<file path="src/rtl/child_merge_pkg.sv">
// Shared types and helpers for the child stream merger.
// Latency: n/a (declarations only).
// Backpressure: n/a.
package child_merge_pkg;

    typedef enum logic {ARB, HOLD} merge_state_e;

    // Index width for n sources, never narrower than one bit.
    function automatic int src_w(input int n);
        return (n <= 2) ? 1 : $clog2(n);
    endfunction

endpackage

</file>
<file path="src/rtl/child_stream_merger_rr_pick.sv">
// Round-robin picker: first set request at or after ptr, wrapping modulo N.
// Latency: purely combinational.
// Backpressure: none; the caller gates the grant with its own load enable.
module rr_pick #(
    parameter int N  = 5,
    parameter int PW = 3
) (
    input  logic [N-1:0]  req,
    input  logic [PW-1:0] ptr,
    output logic [PW-1:0] gnt_idx,
    output logic          gnt_valid
);

    logic [PW:0] idx;

    // Scan farthest-first so the candidate nearest ptr is the last writer and wins.
    always_comb begin
        gnt_idx   = '0;
        gnt_valid = 1'b0;
        idx       = '0;
        for (int k = N - 1; k >= 0; k--) begin
            idx = {1'b0, ptr} + (PW + 1)'(k);
            if (idx >= (PW + 1)'(N)) begin
                idx = idx - (PW + 1)'(N);
            end
            if (req[idx[PW-1:0]]) begin
                gnt_idx   = idx[PW-1:0];
                gnt_valid = 1'b1;
            end
        end
    end

endmodule

</file>
<file path="src/rtl/child_stream_merger.sv">
// Merges N_CHILD child streams into one, round-robin with packet lock, tagged with source index.
// Latency: one register stage; full rate when out_ready stays high.
// Backpressure: out register holds while out_valid && !out_ready, and no child is granted meanwhile.
module child_stream_merger
    import child_merge_pkg::*;
#(
    parameter int  N_CHILD = 5,
    parameter int  DATA_W  = 32,
    parameter int  CNT_W   = 16,
    localparam int SRC_W   = src_w(N_CHILD)
) (
    input  logic                        clk,
    input  logic                        rst,
    input  logic [N_CHILD-1:0]          in_valid,
    input  logic [N_CHILD-1:0]          in_last,
    input  logic [N_CHILD*DATA_W-1:0]   in_data,
    output logic [N_CHILD-1:0]          in_ready,
    output logic                        out_valid,
    output logic                        out_last,
    output logic [SRC_W-1:0]            out_src,
    output logic [DATA_W-1:0]           out_data,
    input  logic                        out_ready,
    output logic [CNT_W-1:0]            beat_cnt
);

    merge_state_e       state;
    logic [SRC_W-1:0]   rr_ptr;
    logic [SRC_W-1:0]   lock_src;
    logic [SRC_W-1:0]   pick_idx;
    logic               pick_vld;
    logic [SRC_W-1:0]   grant;
    logic               grant_valid;
    logic               load_en;
    logic               xfer;
    logic               sel_last;
    logic [DATA_W-1:0]  sel_data;
    logic [SRC_W-1:0]   nxt_ptr;

    rr_pick #(.N(N_CHILD), .PW(SRC_W)) u_pick (
        .req       (in_valid),
        .ptr       (rr_ptr),
        .gnt_idx   (pick_idx),
        .gnt_valid (pick_vld)
    );

    // A locked packet bypasses the picker: idle gaps from lock_src keep everyone else out.
    always_comb begin
        grant       = pick_idx;
        grant_valid = pick_vld;
        if (state == HOLD) begin
            grant       = lock_src;
            grant_valid = in_valid[lock_src];
        end
    end

    assign load_en  = !out_valid || out_ready;
    assign xfer     = load_en && grant_valid && !rst;
    assign sel_last = in_last[grant];
    assign sel_data = in_data[int'(grant)*DATA_W +: DATA_W];
    assign nxt_ptr  = (grant == SRC_W'(N_CHILD - 1)) ? '0 : grant + 1'b1;

    always_comb begin
        in_ready = '0;
        if (xfer) begin
            in_ready[grant] = 1'b1;
        end
    end

    always_ff @(posedge clk or posedge rst) begin
        if (rst) begin
            state     <= ARB;
            rr_ptr    <= '0;
            lock_src  <= '0;
            out_valid <= 1'b0;
            out_last  <= 1'b0;
            out_src   <= '0;
            out_data  <= '0;
            beat_cnt  <= '0;
        end else if (xfer) begin
            out_valid <= 1'b1;
            out_last  <= sel_last;
            out_src   <= grant;
            out_data  <= sel_data;
            beat_cnt  <= beat_cnt + CNT_W'(1);
            if (sel_last) begin
                rr_ptr <= nxt_ptr;
                state  <= ARB;
            end else begin
                lock_src <= grant;
                state    <= HOLD;
            end
        end else if (out_ready) begin
            out_valid <= 1'b0;
        end
    end

    a_ready_onehot0: assert property (@(posedge clk) $onehot0(in_ready));

    a_out_stable: assert property (@(posedge clk) disable iff (rst)
        out_valid && !out_ready |=> out_valid && $stable(out_data) && $stable(out_src) && $stable(out_last));

    a_hold_only_lock: assert property (@(posedge clk) disable iff (rst)
        (state == HOLD) && (|in_ready) |-> in_ready[lock_src]);

endmodule

</file>
<file path="config.mk">
export PLATFORM = sky130hd
export DESIGN_NAME = child_stream_merger
export DESIGN_NICKNAME = d
export VERILOG_FILES = /design/src/rtl/child_merge_pkg.sv /design/src/rtl/child_stream_merger_rr_pick.sv /design/src/rtl/child_stream_merger.sv
export SDC_FILE = /design/constraint.sdc
export NUM_CORES = 1
export LEC_CHECK = 0
export BUFFER_PORTS_ARGS = -buffer_cell sky130_fd_sc_hd__buf_2
export CORE_MARGIN = 2
export CORE_UTILIZATION = 49
export CTS_CLUSTER_SIZE = 20
export DETAILED_ROUTE_END_ITERATION = 12
export PLACE_DENSITY = 0.82
export SKIP_CTS_REPAIR_TIMING = 1
export SYNTH_ARGS = -nofsm -noshare
export SYNTH_HDL_FRONTEND = slang
export SYNTH_SLANG_ARGS = --single-unit
</file>
<file path="constraint.sdc">
create_clock -name clk -period 8.15 [get_ports clk]
set_clock_uncertainty 0.1 [all_clocks]
set_input_delay 2.445 -clock clk [delete_from_list [all_inputs] [get_ports clk]]
set_output_delay 2.445 -clock clk [all_outputs]
set_load 0.03 [all_outputs]
</file>
-- Word-level counts from Yosys, hierarchy flattened
Index checks and enable logic that the tools add are counted.
- register bits after elaboration: 60
- word-level logic and storage cells: 82
- $add $sub $neg: 11
- order comparisons: 13
- equal/unequal tests: 1
- shifts and indexed selects: 1
- multiplexer cells: 38
- bitwise operators: 1
- reductions and logical operators: 9
- operator list (kind ; number):
    $shiftx A160 B9 Y32 ; 1
    $mux W3 ; 12
    $lt A3 B4 Y1 const B ; 7
    $bmux W1 S3 ; 7
    $mux W1 ; 17
    $add A16 B1 Y16 const B ; 1
    $ge A4 B3 Y1 const B ; 4
    $sub A3 B3 Y3 const B ; 5
    $add A3 B2 Y4 const B ; 2
    $mux W5 ; 1
    $add A3 B1 Y4 const B ; 1
    $add A3 B3 Y4 const B ; 1
    $reduce_and A2 Y1 ; 2
    $add A3 B1 Y3 const B ; 1
    $demux W1 S3 ; 1
    $eq A3 B3 Y1 const B ; 1
    $ge A3 B1 Y1 const B ; 1
    $ge A3 B3 Y1 const B ; 1
    $logic_and A1 B1 Y1 ; 3
    $logic_not A1 Y1 ; 2
    $reduce_bool A2 Y1 ; 1
    $logic_or A1 B1 Y1 ; 1
    $not A1 Y1 ; 1

-- Longest topological paths before layout
- depth after elaboration: 16
- depth in mapped cells: 21
- depth with buffers taken out: 17

-- By module
From an unflattened synthesis, not the netlist that was laid out.
- cells, all modules: 505
- area total of the unflattened synthesis: 5033.6 um2
- modules (own cells, without submodules) (module ; instances ; cells each ; area an instance (um2) ; sequential area each (um2)):
    child_stream_merger ; 1 ; 353 ; 3915.0 ; 1501.4
    rr_pick ; 1 ; 152 ; 1118.6 ; 0.0

-- Worst setup path after synthesis
No wires, ideal clock.
- kind: input-to-output
- start point: input port in_valid[0]
- end point: output port in_ready[2]
- arrival time: 5043 ps
- data required time: 5605 ps
- path slack: 562 ps
- cell stages on the path: 11
- path buffers: 3
- cells stage by stage: clkbuf_1 mux4_2 mux2_2 and2_1 a21oi_2 o22ai_1 a41oi_2 buf_2 buf_2 nand2_1 nor2_1
- longest elaborated chain between the ends: 13
- elaborated cells between the ends (all ways): 32
- classes of those cells: order compare (2); mux (27); reduce/logical (3)
- RTL lines (what ; line ; RTL):
    start: declaration ; child_stream_merger.sv:14 ; input logic [N_CHILD-1:0] in_valid,
    $bmux W1 S3 ; child_stream_merger_rr_pick.sv:26 ; if (req[idx[PW-1:0]]) begin
    $mux W1 (not written as such) ; child_stream_merger_rr_pick.sv:26 ;
    $mux W3 (4 in a row) ; child_stream_merger_rr_pick.sv:26 ;
    $mux W3 * ; child_stream_merger_rr_pick.sv:26 ;
    $mux W3 * ; child_stream_merger.sv:50 ; if (state == HOLD) begin
    named net grant[1] ; child_stream_merger.sv:31 ; logic [SRC_W-1:0] grant;
    $lt A3 B4 Y1 (not written as such) / $ge A3 B1 Y1 (equally long branches) ; child_stream_merger.sv:65 ; in_ready[grant] = 1'b1;
    $logic_and A1 B1 Y1 (not written as such) ; child_stream_merger.sv:65 ;
    $mux W1 (not written as such) ; child_stream_merger.sv:65 ;
    $demux W1 S3 * ; child_stream_merger.sv:65 ;
    $mux W5 * ; child_stream_merger.sv:64 ; if (xfer) begin
    end: declaration ; child_stream_merger.sv:17 ; output logic [N_CHILD-1:0] in_ready,
Mark *: on every way through the listed nets, which the timed path passes. The rest lies on a longest branch. The select of a mux whose other input is x is not followed.

-- Worst setup path after layout
- start point: input port in_valid[3]
- end point: output port in_ready[4]
- longest elaborated chain between the ends: 13
- elaborated cells between the ends (all ways): 32
- classes of those cells: order compare (2); mux (27); reduce/logical (3)
- RTL lines (what ; line):
    $bmux W1 S3 ; child_stream_merger_rr_pick.sv:26
    $mux W1 (not written as such) ; child_stream_merger_rr_pick.sv:26
    $mux W3 (5 in a row) ; child_stream_merger_rr_pick.sv:26
    $mux W3 ; child_stream_merger.sv:50
    $lt A3 B4 Y1 (not written as such) / $ge A3 B1 Y1 (equally long branches) ; child_stream_merger.sv:65
    $logic_and A1 B1 Y1 (not written as such) ; child_stream_merger.sv:65
    $mux W1 (not written as such) ; child_stream_merger.sv:65
    $demux W1 S3 ; child_stream_merger.sv:65
    $mux W5 * ; child_stream_merger.sv:64
Every way passes the cells marked *; elsewhere a longest branch is shown, timed or not. The select of a mux whose other input is x is not followed.

==> flow_summary_export.csv <==
group,metric,value,unit
global_route,antenna_found_initial,0,
logic_synthesis,yosys.area.top_type_share,0.2818,
timing,slew_headroom,0.1972,
timing,report.final.slew_viol_count,0,
finish,final_area,0.006808,mm^2
logic_synthesis,synth.most_common_cell,"nor2_1",
logic_synthesis,ys.flop_type,"dfrtp_1",
logic_synthesis,synth_edf_count,0,
finish,syn2layout_area_growth,27.78,%
flow_run,maxCapViolations,0,
routing,drt-total-wl,17310,um
logic_synthesis,synth_top_cells_by_count,"nor2_1, dfrtp_1, mux2i_1, a221oi_1, nand2_1",
timing,finalSetupViolCount,0,
setup_path,cp.arrival,5100,ps
routing,viasPerCell,6.025,
logic_synthesis,synthArstFlopShare,1.000,
logic_synthesis,synth_area_leaders,"dfrtp_1, mux2i_1, a221oi_1",
timing,worstMarginPinSlew,1200,ps
routing,drc,0,
finish,final_cells,962,
setup_path,start_kind,"input port",
timing,period_share,0.9383,
die,dieArea,0.01172,mm^2
clocking,clockBufferDepth,2,
setup_path,cp.required,5610,ps
setup_path,criticalPathCategory,"input port to primary output",
place,dp.cells,945,
finish,final_nets,1002,
clocking,path_clk_slew,70,ps
clocking,root_buffer,"clkbuf_8",
routing,antenna_left,0,
setup_path,cp_max_fo,38,
global_route,grt_usage,0.2870,
timing,hold_violations,0,
logic_synthesis,netlist-cell-type-count,71,
logic_synthesis,synth-seq-area-share,0.2818,
die,fp.dieH,108.3,um
finish,filler_cell_count,946,
global_route,grt_pass1_wl,26630,um
clocking,cts_buffers,9,
logic_synthesis,avgSynthCellArea,8.734,um^2
logic_synthesis,synth_area,0.005328,mm^2
clocking,htreeDepth,3,
die,pin_count,231,
die,floorplan.initialDensity,0.4958,
timing,period_needed,7647,ps
die,coreArea,0.01075,mm^2
timing,fmax,130.8,MHz
finish,drive_gt1_frac,0.3703,
power,cellLeakagePower,0.003250,uW
timing,grt_setup_unrepaired,"false",
logic_synthesis,ys_seq_elements,60,
routing,drt_iter0_drc,594,
setup_path,critPathCaptureType,"primary output",
die,rows,38,
status,status,"completed",
routing,first_pass_iters,5,
logic_synthesis,synth_warnings,0,
global_route,grt_pass1_vias,5339,
power,ir_drop,317.8,uV
place,io_buffers,230,
clocking,clkLatencyLatePin,330,ps
clocking,clock_sinks,60,
global_route,overflow,0,
place,hpwlAfterDp,13070,um
die,die_x,108.3,um
place,place_congestion,0.9585,
power,p_per_area,573.5,mW/mm^2
timing,whs,374.2,ps
logic_synthesis,postSynthCellCount,610,
place,postPlaceCellArea,0.006555,mm^2
timing,tns,0,ps
clocking,cts_tree,"built",
logic_synthesis,synth_nets,796,
global_route,grt_max_degree,60,
routing,vias,5796,
worst_hold_path,hold_class,"flip-flop to flip-flop",
routing,wire_per_inst,17.99,um
logic_synthesis,synth.largest_area_cell,"dfrtp_1",
==> power breakdown <==
part	internal (uW)	total (uW)	switching, uW	leakage, uW
Sequential	432	573	141	0.000717
Combinational	1140	2990	1850	0.00241
Clock	220	339	119	0.000127
Total	1790	3900	2110	0.00325
==> logic make-up after synthesis <==
group | Yosys count | share of synthesized area
buffers and inverters | 71 | 0.05801
AND/OR/NAND/NOR | 164 | 0.1458
adder cells (fa/ha/maj) | 13 | 0.03194
multiplexers | 81 | 0.1684
XOR/XNOR | 18 | 0.02959
AO/OA/AOI/OAI | 203 | 0.2844
flip-flops | 60 | 0.2818
==> metal layers <==
metal | up-vias | GRT usage | routed length (um)
li1 | 2730 | - | -
met3 | 37 | 0.05666 | 1395
met2 | 319 | 0.4726 | 8455
met1 | 2710 | 0.3814 | 7063
met4 | 0 | 0.08883 | 395
met5 | - | 0 | 0
==> worst max-delay path, cell delays in order <==
cell	delay, ps
buf_2	190
mux4_2	490
mux2_2	290
and2_1	180
a21oi_2	260
inv_1	80
a211oi_1	310
a31oi_4	190
buf_4	280
inv_1	110
nor2_1	70
buf_2	190
==> flip-flops by register name (all words and copies together), names as in the netlist <==
name and cells:
beat_cnt 16, lock_src 3, out_data 32, out_last 1, out_src 3, out_valid 1
rr_ptr 3, state 1
==> final timing paths <==
path / from / endpoint / slack, ps / cells past startpoint
min reg2reg: beat_cnt[15] / beat_cnt[15] / 370 / 1
min: beat_cnt[15] / beat_cnt[15] / 370 / 1
max: in_valid[3] / in_ready[4] / 500 / 12
min in group asynchronous: rst / out_valid / 1850 / 2
max in group asynchronous: rst / out_data[3] / 5220 / 3
max reg2reg: rr_ptr[1] / out_data[28] / 2790 / 15
==> cells in the final DEF (no fill, tap or decap), types with 3 or more instances in the layout <==
| cell | netlist | final |
|---|---|---|
| nand3_1 | 18 | 18 |
| a21o_1 | 8 | 8 |
| a221oi_1 | 38 | 38 |
| nand2_1 | 37 | 37 |
| inv_2 | 2 | 3 |
| bufinv_16 | 0 | 3 |
| and3_1 | 5 | 5 |
| a211oi_1 | 8 | 8 |
| nor3_1 | 6 | 6 |
| xnor2_1 | 15 | 15 |
| buf_2 | 17 | 230 |
| a211o_1 | 4 | 4 |
| o221ai_1 | 3 | 3 |
| nand4_1 | 3 | 3 |
| dfrtp_1 | 60 | 60 |
| ha_1 | 12 | 12 |
| inv_1 | 21 | 20 |
| mux4_2 | 4 | 4 |
| o211ai_1 | 17 | 17 |
| o2bb2ai_1 | 18 | 18 |
| nand2b_1 | 7 | 7 |
| a21oi_1 | 33 | 33 |
| o21a_1 | 3 | 3 |
| nor2_1 | 62 | 61 |
| buf_4 | 1 | 12 |
| nor2b_1 | 5 | 5 |
| clkbuf_8 | 0 | 11 |
| mux2i_1 | 54 | 54 |
| a221oi_2 | 3 | 3 |
| xor2_1 | 3 | 3 |
| mux2_2 | 21 | 21 |
| o21ai_1 | 4 | 4 |
| o22ai_1 | 7 | 7 |
| o21ai_0 | 31 | 31 |
| nor3b_1 | 3 | 3 |
==> through the flow <==
stage	util	total power [uW]	setup WS [ps]
finish	0.6336	3904	503.3
global placement	0.6100	3485	587.0
global route	0.6333	4197	364.0
floorplan	-	2846	561.9
CTS	0.6333	3876	521.2
detailed placement	0.6100	3517	527.7
==> layout make-up <==
cell class              instances  area (um^2)  share of cell area
diodes                          1        2.502           0.0003676
clock buffers                  12        155.1             0.02279
clock inverters                 4        95.09             0.01397
inverters                      24        92.59             0.01360
multi-input cells             479         3545              0.5207
flip-flops and latches         60         1501              0.2205
well taps                     140        175.2             0.02573
repair buffers                242         1241              0.1823
No activity file was read; power rests on OpenSTA's default activity.
